### src/rtl/ps2_scancode_rx.sv
// PS/2 device-to-host receiver: synchronise, deglitch, deframe, FIFO.
// Good scancodes are offered to the consumer over a valid/ready handshake.
module ps2_scancode_rx #(
    parameter int FILTER_LEN     = 8,
    parameter int TIMEOUT_CYCLES = 50000,
    parameter int FIFO_DEPTH     = 4
) (
    input  logic       CLK_25MHZ,
    input  logic       RESET_N,
    input  logic       PS2_CLK,
    input  logic       PS2_DATA,
    output logic [7:0] SCAN_DATA,
    output logic       SCAN_VALID,
    input  logic       SCAN_READY,
    output logic       PARITY_ERR,
    output logic       FRAME_ERR,
    output logic       OVERFLOW
);

    localparam int FW = $clog2(FILTER_LEN + 1);
    localparam int TW = $clog2(TIMEOUT_CYCLES);
    localparam int AW = $clog2(FIFO_DEPTH);

    typedef enum logic [1:0] {
        IDLE,
        DATA,
        PARITY,
        STOP
    } state_t;

    logic          clk_s1, clk_s2;
    logic          dat_s1, dat_s2;
    logic          filt_clk;
    logic [FW-1:0] filt_cnt;
    logic          fall;

    state_t        state, state_n;
    logic [7:0]    shreg, shreg_n;
    logic [2:0]    bitcnt, bitcnt_n;
    logic          par_ok, par_ok_n;
    logic [TW-1:0] to_cnt, to_cnt_n;
    logic          timeout;
    logic          push;
    logic          par_err_n, frm_err_n;

    logic [7:0]    mem [FIFO_DEPTH];
    logic [AW:0]   wr_ptr, rd_ptr;
    logic          empty, full, pop, do_push, ovf_n;

    // Filtered level only moves after FILTER_LEN consecutive disagreeing samples
    always_ff @(posedge CLK_25MHZ) begin
        if (!RESET_N) begin
            clk_s1   <= 1'b1;
            clk_s2   <= 1'b1;
            dat_s1   <= 1'b1;
            dat_s2   <= 1'b1;
            filt_clk <= 1'b1;
            filt_cnt <= '0;
            fall     <= 1'b0;
        end else begin
            clk_s1 <= PS2_CLK;
            clk_s2 <= clk_s1;
            dat_s1 <= PS2_DATA;
            dat_s2 <= dat_s1;
            fall   <= 1'b0;
            if (clk_s2 == filt_clk) begin
                filt_cnt <= '0;
            end else if (filt_cnt == FW'(FILTER_LEN - 1)) begin
                filt_clk <= clk_s2;
                filt_cnt <= '0;
                fall     <= filt_clk;
            end else begin
                filt_cnt <= filt_cnt + 1'b1;
            end
        end
    end

    always_comb begin
        state_n   = state;
        shreg_n   = shreg;
        bitcnt_n  = bitcnt;
        par_ok_n  = par_ok;
        push      = 1'b0;
        par_err_n = 1'b0;
        frm_err_n = 1'b0;
        timeout   = (state != IDLE) && !fall &&
                    (to_cnt == TW'(TIMEOUT_CYCLES - 1));
        to_cnt_n  = (fall || state == IDLE) ? '0 : to_cnt + 1'b1;
        if (fall) begin
            unique case (state)
                IDLE: begin
                    if (!dat_s2) begin
                        state_n  = DATA;
                        bitcnt_n = '0;
                    end
                end
                DATA: begin
                    shreg_n  = {dat_s2, shreg[7:1]};
                    bitcnt_n = bitcnt + 1'b1;
                    if (bitcnt == 3'd7) state_n = PARITY;
                end
                PARITY: begin
                    par_ok_n = ^shreg ^ dat_s2;
                    state_n  = STOP;
                end
                STOP: begin
                    state_n = IDLE;
                    if (!dat_s2)     frm_err_n = 1'b1;
                    else if (par_ok) push      = 1'b1;
                    else             par_err_n = 1'b1;
                end
                default: state_n = IDLE;
            endcase
        end else if (timeout) begin
            state_n   = IDLE;
            frm_err_n = 1'b1;
        end
    end

    always_ff @(posedge CLK_25MHZ) begin
        if (!RESET_N) begin
            state      <= IDLE;
            shreg      <= '0;
            bitcnt     <= '0;
            par_ok     <= 1'b0;
            to_cnt     <= '0;
            PARITY_ERR <= 1'b0;
            FRAME_ERR  <= 1'b0;
        end else begin
            state      <= state_n;
            shreg      <= shreg_n;
            bitcnt     <= bitcnt_n;
            par_ok     <= par_ok_n;
            to_cnt     <= to_cnt_n;
            PARITY_ERR <= par_err_n;
            FRAME_ERR  <= frm_err_n;
        end
    end

    assign empty   = (wr_ptr == rd_ptr);
    assign full    = (wr_ptr[AW] != rd_ptr[AW]) &&
                     (wr_ptr[AW-1:0] == rd_ptr[AW-1:0]);
    assign pop     = !empty && SCAN_READY;
    // A pop in the same cycle frees the slot, so a full FIFO still accepts
    assign do_push = push && (!full || pop);
    assign ovf_n   = push && full && !pop;

    assign SCAN_VALID = !empty;
    assign SCAN_DATA  = empty ? 8'h00 : mem[rd_ptr[AW-1:0]];

    always_ff @(posedge CLK_25MHZ) begin
        if (do_push) mem[wr_ptr[AW-1:0]] <= shreg;
    end

    always_ff @(posedge CLK_25MHZ) begin
        if (!RESET_N) begin
            wr_ptr   <= '0;
            rd_ptr   <= '0;
            OVERFLOW <= 1'b0;
        end else begin
            if (do_push) wr_ptr <= wr_ptr + 1'b1;
            if (pop)     rd_ptr <= rd_ptr + 1'b1;
            OVERFLOW <= ovf_n;
        end
    end

endmodule
### config.mk
export PLATFORM = sky130hd
export DESIGN_NAME = ps2_scancode_rx
export DESIGN_NICKNAME = d
export VERILOG_FILES = /design/src/rtl/ps2_scancode_rx.sv
export SDC_FILE = /design/constraint.sdc
export NUM_CORES = 1
export LEC_CHECK = 0
export ABC_AREA = 1
export BUFFER_PORTS_ARGS = -buffer_cell sky130_fd_sc_hd__clkbuf_2
export CAP_MARGIN = 20
export CORE_UTILIZATION = 50
export CTS_CLUSTER_DIAMETER = 30
export DETAILED_ROUTE_END_ITERATION = 16
export PLACE_DENSITY = 0.67
export SYNTH_ARGS = -nofsm -noshare
export SYNTH_HDL_FRONTEND = slang
export SYNTH_SLANG_ARGS = --single-unit
### constraint.sdc
create_clock -name CLK_25MHZ -period 2.24 [get_ports CLK_25MHZ]
set_input_delay 0.448 -clock CLK_25MHZ [delete_from_list [all_inputs] [get_ports CLK_25MHZ]]
set_output_delay 0.448 -clock CLK_25MHZ [all_outputs]
set_load 0.1 [all_outputs]
==> run metrics <==
Fin Hold WS=0.290 ns; initial antenna violation count=0; Die Y=87.4 um; Arr. time, crit path=1.73 ns; hold buffers post-CTS=0; drt wl/cell=12.4 um; leading area contributor after synthesis=dfxtp_1; Placed Cells=532; # diodes=0; IO Pins=17; kind of critical path=reg -> out; startpoint types=flip-flop; clk slew on worst S/H paths=0.09 ns; die area=7630 um^2; Pleak=1.68 nW; Pre-antenna DRT Iters=4; core area=6910 um^2; most common cell in the netlist=nand2_1; Max Fanout on Critical Path=5; Ys Warns=0; Vias/cell=5.01; EDFF count, synth=32; Synth async-reset ratio=0%; Root Driver=clkbuf_8; CTS tree=done; top post-synthesis cells by count=nand2_1 (85), nor2_1 (64), inv_1 (53); top post-synthesis cells by area=dfxtp_1 (28%), edfxtp_1 (26%), nand2_1 (8.8%); critical path data required time=1.79 ns; Post-Layout Cell Count=552; reg2reg setup slack=0.50 ns; share of layout cells above drive strength 1=17.1%; CTS sink cnt=83; Seq pwr share=58.1%; Max Root-Sink Buffers=2; post-synth cell types=31; Nets=469; largest net degree at the start of global routing=17; placed instance area=4010 um^2; critical-path cell list=or2_1, a21oi_4, nand2_4, nand2_1, clkinvlp_4, buf_12; crit end category=output port; Max stage delay on crit path=0.34 ns; P_sw=0.535 mW; H-tree depth=3; internal cell power=2.15 mW; FP Rows=30; Slew @ Worst Pin=0.539 ns; Initial Util=52.8%; min Tclk post-route=2.18 ns; Post-Synthesis Mean Instance Area=8.65 um^2; total wire length=6820 um; Antenna Nets Post-Route=0; Syn Std Cell Area=3640 um^2; VDD IR max=366 uV; port buffer count=16; Power, Total=2.68 mW; Hold Path Class=in -> reg; slew margin rel.=64.2%; Yosys top cell area share=28.0%; via count=2,767; max-slew violations=0; Finished Cell Area=4310 um^2; sw frac=19.9%; grt total ovfl=0; Post-route DRC=0; final-report setup violation count=0; die width=87.4 um; Combinational Power Share=1.0%; Synth Net Count=439; Clock Latency Late Sink=0.35 ns; GRT Util Overall=19.3%; crit share post-route=97.4%; Syn Inst Count=421; GP Congestion=0.825; pwr/cell area=623 nW/um^2; Fin Clk Skew=0.0135 ns; fmax=459 MHz; Syn-to-layout area delta=18.2%; RSZ-0062 raised after global routing=yes; post-DP HPWL=4740 um; drt initial violations=150; first-pass GRT wire length=11,300 um; outcome=completed; synthesized flop and latch total=83; critical path's slowest cell=dfxtp_2; number of CTS-inserted buffers=9; Clock power frac=40.9%; vias in the first global route=2,551; Final Hold Viols=0; main flop type after synthesis=dfxtp_1; Max-cap violations=0; Seq/Total Area, Yosys=54.4%
[per-layer routing]
| metal | wire length, um | part of all wire (%) | global-route usage, % | vias up |
|---|---|---|---|---|
| li1 | - | - | - | 1433 |
| met1 | 3230 | 47 | 23.5 | 1300 |
| met2 | 3380 | 49 | 33.5 | 27 |
| met3 | 136 | 2.0 | 3.41 | 7 |
| met4 | 79 | 1.2 | 8.49 | 0 |
| met5 | 0 | 0 | 0 | - |
[stage by stage]
step                      setup TNS (ns)  utilization (%)  setup slack (ns)
after CTS                              0             61.1           0.00849
after global placement                 0             58.1             0.411
after detailed placement               0             58.1             0.392
after global routing              -0.226             62.3           -0.0440
final                                  0             62.3            0.0593
after floorplan                        0                -           0.00308
[final timing paths]
| check | start | endpoint | depth (start not counted) |
|---|---|---|---|
| setup / recovery | rd_ptr[1] | SCAN_DATA[4] | 6 |
| hold / removal | PS2_CLK | clk_s1 | 2 |
| setup reg to reg | wr_ptr[0] | mem[0][3] | 7 |
| hold reg to reg | clk_s1 | clk_s2 | 1 |
[final cells by class]
class | count | area [um^2]
inverters | 54 | 236
repair buffers | 27 | 299
flip-flops and latches | 83 | 1990
fillers | 609 | 2600
well taps | 96 | 120
multi-input cells | 276 | 1460
clock buffers | 12 | 156
clock inverters | 4 | 48.8
[logic make-up (layout without fill, tap and decap cells)]
family,count (synthesis),in the layout,synth area share (%)
and+or+nand+nor,192,193,22.9
DFF,83,83,54.4
AOI/OAI and AO/OA,63,63,9.89
buffers and inverters,63,97,6.70
adders and majority gates,13,13,4.46
xor gates and xnor gates,7,7,1.68
[critical path: cells and delay by family, from the launching register on]
family | cells | cell delay, ns
AO/OA/AOI/OAI | 1 | 0.25
flip-flops | 1 | 0.34
buffers and inverters | 2 | 0.28
AND/OR/NAND/NOR | 3 | 0.50
[registers in the layout, indices dropped and copies added, names as in the netlist, 2 cells and up, named ones only]
signal / flops
state: 2
shreg: 8
filt_cnt: 4
wr_ptr: 3
to_cnt: 16
rd_ptr: 3
mem: 32
bitcnt: 3
[power by group through the flow]
stage / clock network [mW] / registers [mW] / logic [mW]
after global placement: 0 / 1.59 / 0.0256
after floorplan: 0 / 1.59 / 0.0148
after detailed placement: 0 / 1.59 / 0.0266
after global routing: 1.18 / 1.56 / 0.0299
after CTS: 1.12 / 1.56 / 0.0267
final: 1.10 / 1.56 / 0.0268
[placed cells by master (no fill, tap or decap), drive strengths merged]
| cell | n |
|---|---|
| buf | 20 |
| o32ai | 8 |
| nor4 | 4 |
| o211ai | 3 |
| o21ai | 24 |
| clkinv | 3 |
| dfxtp | 51 |
| or2 | 7 |
| clkbuf | 19 |
| xnor2 | 2 |
| nor2 | 66 |
| nand3 | 16 |
| nor3b | 1 |
| xor2 | 5 |
| bufinv | 1 |
| nand2 | 90 |
| nor3 | 6 |
| a21oi | 28 |
| inv | 45 |
| ha | 13 |
| edfxtp | 32 |
| clkinvlp | 9 |
| nand4 | 3 |
[timing repair]
item	4_1_cts	5_1_grt
buffers inserted	0	3
pin swaps	0	3
resized for setup	1	14
setup endpoints to repair	1	9
gates cloned	0	1
Power figures use the tool's default switching activity.
